--- config.mk ---
export PLATFORM = sky130hd
export DESIGN_NAME = mem_loader
export DESIGN_NICKNAME = d
export VERILOG_FILES = /design/src/rtl/mem_loader.sv
export SDC_FILE = /design/constraint.sdc
export NUM_CORES = 1
export LEC_CHECK = 0
export BUFFER_PORTS_ARGS = -buffer_cell sky130_fd_sc_hd__buf_4
export CORE_MARGIN = 5
export CORE_UTILIZATION = 54
export DETAILED_ROUTE_END_ITERATION = 10
export GPL_ROUTABILITY_DRIVEN = 0
export PLACE_DENSITY = 0.88
export SYNTH_ARGS = -nofsm -noshare
export SYNTH_HDL_FRONTEND = slang
export SYNTH_SLANG_ARGS = --single-unit
--- constraint.sdc ---
create_clock -name clk -period 2.6 [get_ports clk]
set_input_delay 0 -clock clk [delete_from_list [all_inputs] [get_ports clk]]
set_output_delay 0 -clock clk [all_outputs]
set_load 0.05 [all_outputs]
--- src/rtl/mem_loader.sv ---
// mem_loader: byte-stream loader for the SNN parameter memory.
// Frame: 0xA5, ADDR_HI, ADDR_LO, LEN_HI, LEN_LO, then LEN data bytes.
// Each data byte becomes one registered single-cycle write strobe.
// Optional feature macro: MEM_LOADER_CHECKSUM_EN. When defined, a trailing
// XOR checksum byte follows the data and is checked in a CHK state.
//
// Handshake: a byte transfers on a rising edge where in_valid & in_ready.
// in_ready is high whenever reset is low (there is no backpressure), and
// in_data is only looked at on a transfer edge.
module mem_loader #(
  parameter int M  = 320,
  parameter int AW = $clog2(M)
) (
  input  logic          clk,
  input  logic          reset,
  input  logic [7:0]    in_data,
  input  logic          in_valid,
  output logic          in_ready,
  output logic [AW-1:0] mem_addr,
  output logic [7:0]    mem_data,
  output logic          mem_we,
  output logic          busy,
  output logic          done,
  output logic          error,
  output logic [2:0]    dbg_state
);

  typedef enum logic [2:0] {
    S_IDLE    = 3'd0,
    S_ADDR_HI = 3'd1,
    S_ADDR_LO = 3'd2,
    S_LEN_HI  = 3'd3,
    S_LEN_LO  = 3'd4,
`ifdef MEM_LOADER_CHECKSUM_EN
    S_DATA    = 3'd5,
    S_CHK     = 3'd6
`else
    S_DATA    = 3'd5
`endif
  } state_t;

  localparam logic [16:0] MEM_DEPTH = 17'(M);
  localparam logic [7:0]  SYNC_BYTE = 8'hA5;

  state_t        state_q, state_d;
  logic [15:0]   addr_q, addr_d;
  logic [7:0]    len_hi_q, len_hi_d;
  logic [15:0]   count_q, count_d;
  logic [AW-1:0] cur_addr_q, cur_addr_d;
  logic          suppress_q, suppress_d;
  logic          mem_we_q, mem_we_d;
  logic [AW-1:0] mem_addr_q, mem_addr_d;
  logic [7:0]    mem_data_q, mem_data_d;
  logic          done_q, done_d;
  logic          error_q, error_d;
`ifdef MEM_LOADER_CHECKSUM_EN
  logic [7:0]    xor_q, xor_d;
`endif

  logic          accept;
  logic [15:0]   len_full;
  logic [16:0]   start_ext;
  logic [16:0]   end_ext;
  logic          range_fault;

  assign in_ready    = ~reset;
  assign accept      = in_valid & in_ready;
  // Length and range are only meaningful on the LEN_LO transfer edge.
  assign len_full    = {len_hi_q, in_data};
  assign start_ext   = {1'b0, addr_q};
  assign end_ext     = start_ext + {1'b0, len_full};
  assign range_fault = (start_ext >= MEM_DEPTH) || (end_ext > MEM_DEPTH);

  assign mem_we    = mem_we_q;
  assign mem_addr  = mem_addr_q;
  assign mem_data  = mem_data_q;
  assign done      = done_q;
  assign error     = error_q;
  assign busy      = (state_q != S_IDLE);
  assign dbg_state = state_q;

  // State and datapath registers; reset aborts any frame immediately.
  always_ff @(posedge clk or posedge reset) begin
    if (reset) begin
      state_q    <= S_IDLE;
      addr_q     <= '0;
      len_hi_q   <= '0;
      count_q    <= '0;
      cur_addr_q <= '0;
      suppress_q <= 1'b0;
      mem_we_q   <= 1'b0;
      mem_addr_q <= '0;
      mem_data_q <= '0;
      done_q     <= 1'b0;
      error_q    <= 1'b0;
`ifdef MEM_LOADER_CHECKSUM_EN
      xor_q      <= '0;
`endif
    end else begin
      state_q    <= state_d;
      addr_q     <= addr_d;
      len_hi_q   <= len_hi_d;
      count_q    <= count_d;
      cur_addr_q <= cur_addr_d;
      suppress_q <= suppress_d;
      mem_we_q   <= mem_we_d;
      mem_addr_q <= mem_addr_d;
      mem_data_q <= mem_data_d;
      done_q     <= done_d;
      error_q    <= error_d;
`ifdef MEM_LOADER_CHECKSUM_EN
      xor_q      <= xor_d;
`endif
    end
  end

  // Next-state logic: one step per accepted byte; strobes default low.
  always_comb begin
    state_d    = state_q;
    addr_d     = addr_q;
    len_hi_d   = len_hi_q;
    count_d    = count_q;
    cur_addr_d = cur_addr_q;
    suppress_d = suppress_q;
    mem_we_d   = 1'b0;
    mem_addr_d = mem_addr_q;
    mem_data_d = mem_data_q;
    done_d     = 1'b0;
    error_d    = error_q;
`ifdef MEM_LOADER_CHECKSUM_EN
    xor_d      = xor_q;
`endif
    if (accept) begin
      case (state_q)
        S_IDLE: begin
          if (in_data == SYNC_BYTE) begin
            state_d = S_ADDR_HI;
            error_d = 1'b0;
          end else begin
            error_d = 1'b1;
          end
        end
        S_ADDR_HI: begin
          addr_d  = {in_data, addr_q[7:0]};
          state_d = S_ADDR_LO;
        end
        S_ADDR_LO: begin
          addr_d  = {addr_q[15:8], in_data};
          state_d = S_LEN_HI;
        end
        S_LEN_HI: begin
          len_hi_d = in_data;
          state_d  = S_LEN_LO;
        end
        S_LEN_LO: begin
          if (range_fault) error_d = 1'b1;
`ifdef MEM_LOADER_CHECKSUM_EN
          xor_d = '0;
`endif
          if (len_full == 16'd0) begin
`ifdef MEM_LOADER_CHECKSUM_EN
            state_d = S_CHK;
`else
            state_d = S_IDLE;
            done_d  = 1'b1;
`endif
          end else begin
            state_d    = S_DATA;
            count_d    = len_full;
            cur_addr_d = addr_q[AW-1:0];
            suppress_d = range_fault;
          end
        end
        S_DATA: begin
          // A suppressed (out-of-range) frame still consumes its bytes.
          if (!suppress_q) begin
            mem_we_d   = 1'b1;
            mem_addr_d = cur_addr_q;
            mem_data_d = in_data;
          end
          cur_addr_d = cur_addr_q + AW'(1);
          count_d    = count_q - 16'd1;
`ifdef MEM_LOADER_CHECKSUM_EN
          xor_d = xor_q ^ in_data;
`endif
          if (count_q == 16'd1) begin
            suppress_d = 1'b0;
`ifdef MEM_LOADER_CHECKSUM_EN
            state_d = S_CHK;
`else
            state_d = S_IDLE;
            done_d  = 1'b1;
`endif
          end
        end
`ifdef MEM_LOADER_CHECKSUM_EN
        S_CHK: begin
          if (in_data != xor_q) error_d = 1'b1;
          done_d  = 1'b1;
          state_d = S_IDLE;
        end
`endif
        default: state_d = S_IDLE;
      endcase
    end
  end

endmodule

# == Word level (Yosys, flattened, before mapping) ==
# Cells that the tools add are included.
# word_totals
memories,0
wordCells,69
latch_bits,0
in_bits,11
ram_bits,0
ff_bits,73
rom_bits,0
# classes
order_cmp,2
shifts,0
multipliers,0
div,0
n_eq_ne,11
n_mux,22
bitwise_logic,5
addsub,3
n_reduce_logical,14
# ops
operator,count
$pmux W16 S2,2
$pmux W3 S6,1
$pmux W9 S2,1
$reduce_and A3 Y1,6
$add A16 B16 Y17,1
$gt A17 B9 Y1 const B,1
$eq A16 B1 Y1 const B,1
$ge A16 B9 Y1 const B,1
$logic_not A16 Y1,1
$mux W16,1
$sub A16 B1 Y16 const B,1
$mux W1,10
$add A9 B1 Y9 const B,1
$mux W3,3
$mux W9,1
$eq A8 B8 Y1 const B,1
$ne A2 B2 Y1 const B,4
$eq A3 B2 Y1 const B,2
$eq A3 B3 Y1 const B,2
$pmux W1 S2,3
$not A1 Y1,4
$reduce_and A4 Y1,1
$reduce_bool A2 Y1,2
$eq A3 B1 Y1 const B,1
other kinds (5),5

# == Logic depth before layout (Yosys ltp) ==
# logic_depth
word_depth,5
mapped_depth,10

# == Least setup slack after synthesis ==
# OpenSTA, ideal clock, no wires.
# synth_timing
path_kind,in2reg
startpoint,input reset
endpoint,register count_q[11]
setup_slack_ns,-0.759
cell_stages,8
t_arrival_ns,3.225
setup_time_ns,0.134
n_path_buf,1
cell_sequence,inv_1 -> nand2_1 -> nor2_1 -> and3_1 -> clkbuf_1 -> o21ai_0 -> nand2_1 -> o21ai_0
# synth_between
elab_chain_len,3
# synth_lines
item,line,rtl
start: declaration,15,"input logic reset,"
$not A1 Y1,66,assign in_ready = ~reset;
$and A1 B1 Y1,67,assign accept = in_valid & in_ready;
$reduce_and A3 Y1 (no source line),--,
end signal: assignment,103,count_q <= count_d;
end: declaration,48,"logic [15:0] count_q, count_d;"
# No other way between the ends.
# A chain may end at the register's enable or synchronous reset.

# == Final worst setup path ==
# layout_timing
startpoint,register addr_q[0]
endpoint,register error_q (netlist: error)
# layout_between
elab_chain_len,5
elab_cells_between_ends,6
classes_between,add/sub: 1; order compare: 2; eq/ne: 1; reduce/logical: 2
# layout_lines
item,line,rtl
start: declaration,46,"logic [15:0] addr_q, addr_d;"
start signal: assignment,101,addr_q <= addr_d;
$add A16 B16 Y17,71,"assign end_ext = start_ext + {1'b0, len_full};"
$gt A17 B9 Y1,72,assign range_fault = (start_ext >= MEM_DEPTH) || (end_ext > MEM_DEPTH);
$logic_or A1 B1 Y1 *,72,
$ne A2 B2 Y1 (no source line) *,--,
$reduce_and A3 Y1 (no source line) *,--,
end signal: assignment,110,error_q <= error_d;
end: declaration,55,"logic error_q, error_d;"
# Mark *: on every way between the ends. The rest lies on a longest branch, timed or not.

==> flow_summary.rst <==
.. list-table::
   :header-rows: 1

   * - Metric
     - Value
   * - Input/output buffers
     - 35
   * - Worst Path Class, Setup
     - reg -> reg
   * - Internal power of the cells
     - ~3.4 mW
   * - Area Growth Syn to Fin
     - 17.3%
   * - Maximum number of pins on one net before global-route repair
     - between 70 and 80
   * - Clk Latency, worst-skew pair
     - 360 ps
   * - Net load switching power
     - 3.08 mW
   * - Number of vias per cell
     - 6.14
   * - Post-synthesis cell count
     - 492
   * - Clock Skew
     - 7.15 ps
   * - Placed standard-cell area
     - ~4700 sq um
   * - Post-detailed-route DRC marker count
     - 0
   * - Relative contribution of sequential cells to total power
     - 0.336
   * - Placeable core area
     - between 7000 and 8000 sq um
   * - TritonCTS clock tree
     - yes
   * - Final sum of negative setup slack
     - 0 ps
   * - Final critical delay including setup and external delays
     - 2510 ps
   * - Clock buffers created by TritonCTS
     - 9
   * - Combinational cell fraction of total power
     - 0.540
   * - Final period utilization
     - 0.967
   * - Number of buffers between clock root and the deepest sink
     - 2
   * - Area enclosed by the die boundary
     - about 10000 sq um
   * - Total congestion overflow after global routing
     - 0
   * - Post-synthesis cell area
     - 4240 sq um
   * - TritonCTS sink count
     - 73
   * - Count of flip-flops with a built-in enable after synthesis
     - 0
   * - Setup WS pre-CTS
     - -155 ps
   * - Detailed-route wire length per cell
     - 17.4 microns
   * - Global-route wire length before repair
     - about 18000 microns
   * - Critical path endpoint category
     - flip-flop
   * - Setup slack of the critical path after layout
     - roughly 86 ps
   * - Share of synthesized registers carrying an async set or reset
     - 1.00
   * - Clk pin slew, worst setup/hold paths
     - 80 ps
   * - Biggest fanout along the worst timing path
     - 2
   * - Tightest Hold Check Type
     - in -> reg
   * - Worst relative slew slack
     - 0.398
   * - Max cap viols
     - 0
   * - Count of final setup violators
     - 0
   * - Max Freq
     - about 0.40 GHz
   * - Total Routing Usage GR
     - 0.236
   * - Die Ht
     - a little under 100 microns
   * - Number of filler instances in the final layout
     - 645
   * - Standard-cell row count
     - 32
   * - Yosys synthesis warning count
     - 0
   * - Count of routing violations after the opening detailed-route iteration
     - 328
   * - Run status
     - completed
   * - P per Cell Area
     - approximately 1300 nW/um^2
   * - Post-Synthesis Mean Instance Area
     - 8.62 sq um
   * - Seq cells post-synth
     - 73
   * - IR Drop Worst-Case VDD
     - 0.711 mV
   * - FF+latch area
     - 1830 sq um
   * - Leakage power figure
     - 2.26 nW
   * - Boundary pin count
     - 36
   * - Most used flip-flop cell after synthesis
     - dfrtp_1
   * - Number of nets at the end of the flow
     - 574
   * - Type of element launching the critical path
     - flip-flop
   * - Via count of the first global-routing pass
     - ~3800
   * - Count of final hold-check violations
     - 0
   * - Cell at the root of the clock tree
     - clkbuf_8
   * - Register area share after synthesis
     - 0.431
   * - Data required, critical path
     - 2840 ps
   * - Initial Utilization
     - 0.552
   * - Total number of vias
     - 3992
   * - Detail Placement HPWL
     - 7810 microns
   * - Max Slew Vio Count
     - 0
   * - Multi-input logic area
     - 2340 sq um
   * - Switching portion of total power
     - 0.477
   * - Max H-tree Level
     - 3
   * - Chip Width
     - just under 100 microns
   * - Antenna-violating nets left
     - 0
   * - Net count after synthesis
     - 523
   * - Wirelength, routed
     - 11300 microns
   * - Share of power burned in the clock network
     - 0.123
   * - RSZ-0062 raised after global routing
     - yes
   * - Area of all placed cells without fillers
     - between 4000 and 5000 sq um
   * - Arrival time of data at the critical path endpoint
     - 2760 ps
   * - Pre-antenna DRT Iters
     - 5
   * - Fraction of layout instances using a drive strength above 1
     - 0.193
   * - Distinct cell type count of the synthesized netlist
     - 58
   * - Slew at the pin closest to its max-slew limit
     - 903 ps
   * - Number of antenna violations at the first check in global routing
     - 0
   * - Number of diodes
     - 0
placed cells by master (no fill, tap or decap), types with 4 or more instances in the layout:
cell type,netlist,layout
clkbuf_8,0,9
mux2_2,16,16
clkinvlp_4,0,5
xnor2_1,4,4
o21ai_0,45,44
buf_4,0,51
dfrtp_1,73,73
o22ai_1,10,9
nand2_1,98,98
nand3_1,15,15
nor3_1,11,11
dlygate4sd3_1,0,8
or3_1,8,8
nor2_1,40,40
a21oi_1,44,42
inv_1,10,9
nor4_1,5,4
ha_1,19,17
and3_1,4,4
nand4_1,6,6
a22oi_1,4,4
nand2b_1,5,5
worst max-delay path: stages, from the launching register on:
cell      delay [ps]
dfrtp_1          390
ha_2             200
fa_2             400
a211oi_2         270
o21bai_1         130
a21oi_1          250
o21a_1           170
xor2_1           150
o22ai_1          100
nor3_2           210
a31oi_1          110
cell type report:
cell class	instances	area share
clock buffer	10	0.0257
tap	102	0.0257
clock inverter	6	0.00881
multi-input combinational	389	0.470
inverter	11	0.00906
sequential	73	0.367
timing repair buffer	59	0.0931
path summary, 6_finish.rpt:
kind                       slack, ps                       end                    start  cells past startpoint
setup reg to reg                  90         error$_DFFE_PP0P_    addr_q[0]$_DFFE_PP0P_                     10
setup / recovery                  90         error$_DFFE_PP0P_    addr_q[0]$_DFFE_PP0P_                     10
hold / removal                    40   mem_data[0]$_DFFE_PP0P_               in_data[0]                      4
min in group asynchronous        130  dbg_state[0]$_DFFE_PP0P_                    reset                      3
max in group asynchronous       1340   mem_addr[3]$_DFFE_PP0P_                    reset                      4
hold reg to reg                  480   mem_data[0]$_DFFE_PP0P_  mem_data[0]$_DFFE_PP0P_                      2
power groups by stage:
| stage | clock [mW] | sequential (mW) | combinational [mW] |
|---|---|---|---|
| 2_1_floorplan | 0 | 2.44 | 2.12 |
| 6_report | 0.796 | 2.17 | 3.49 |
| 4_1_cts | 0.807 | 2.16 | 3.36 |
| 3_3_place_gp | 0 | 2.14 | 3.17 |
| 3_5_place_dp | 0 | 2.18 | 3.31 |
| 5_1_grt | 0.856 | 2.24 | 3.83 |
metrics by stage:
stage	hold slack, ps	util	instances	total power [mW]
4_1_cts	20.1	0.640	648	6.32
5_1_grt	37.4	0.647	650	6.92
2_1_floorplan	105	-	492	4.56
3_5_place_dp	-63.5	0.606	623	5.49
6_report	39.8	0.647	650	6.45
3_3_place_gp	-56.9	0.606	623	5.30
cell usage after synthesis (4+ instances only):
library cell   n  area [sq um]
a21oi_1       44           220
a22oi_1        4          30.0
and3_1         4          25.0
clkbuf_1      16          60.1
dfrtp_1       73          1830
ha_1          19           238
inv_1         10          37.5
mux2_2        16           180
nand2_1       98           368
nand2b_1       5          31.3
nand3_1       15          75.1
nand4_1        6          37.5
nor2_1        40           150
nor3_1        11          55.1
nor4_1         5          31.3
o21ai_0       45           225
o22ai_1       10          62.6
or3_1          8          50.1
xnor2_1        4          35.0
cells by family after synthesis:
group           count (synthesis)  synth area share
buf+inv                        30            0.0274
xor+xnor                        7            0.0145
mux                            19            0.0496
flops                          73             0.431
simple gates                  210             0.229
fa+ha+maj                      20            0.0608
compound gates                133             0.188
metal layers:
layer / up-vias / wire (microns) / global-route usage
li1: 1866 / - / -
met1: 1911 / 4560 / 0.298
met2: 185 / 5570 / 0.391
met5: - / 0 / 0
met4: 0 / 292 / 0.0882
met3: 30 / 900 / 0.0602
sequential cells by signal, indices dropped and copies added, names as in the netlist:
signal      cells
count_q        16
addr_q         16
cur_addr_q      9
mem_addr        9
len_hi_q        8
done            1
suppress_q      1
dbg_state       3
mem_data        8
error           1
mem_we          1
repair_timing:
action	in CTS	in global routing
setup buffers	1	2
cloned	0	0
gates resized for setup	1	10
pin swaps	2	9
setup endpoints to repair	2	2
hold buffers	8	0
hold endpoints to repair	27	0
Power figures use the tool's default switching activity.
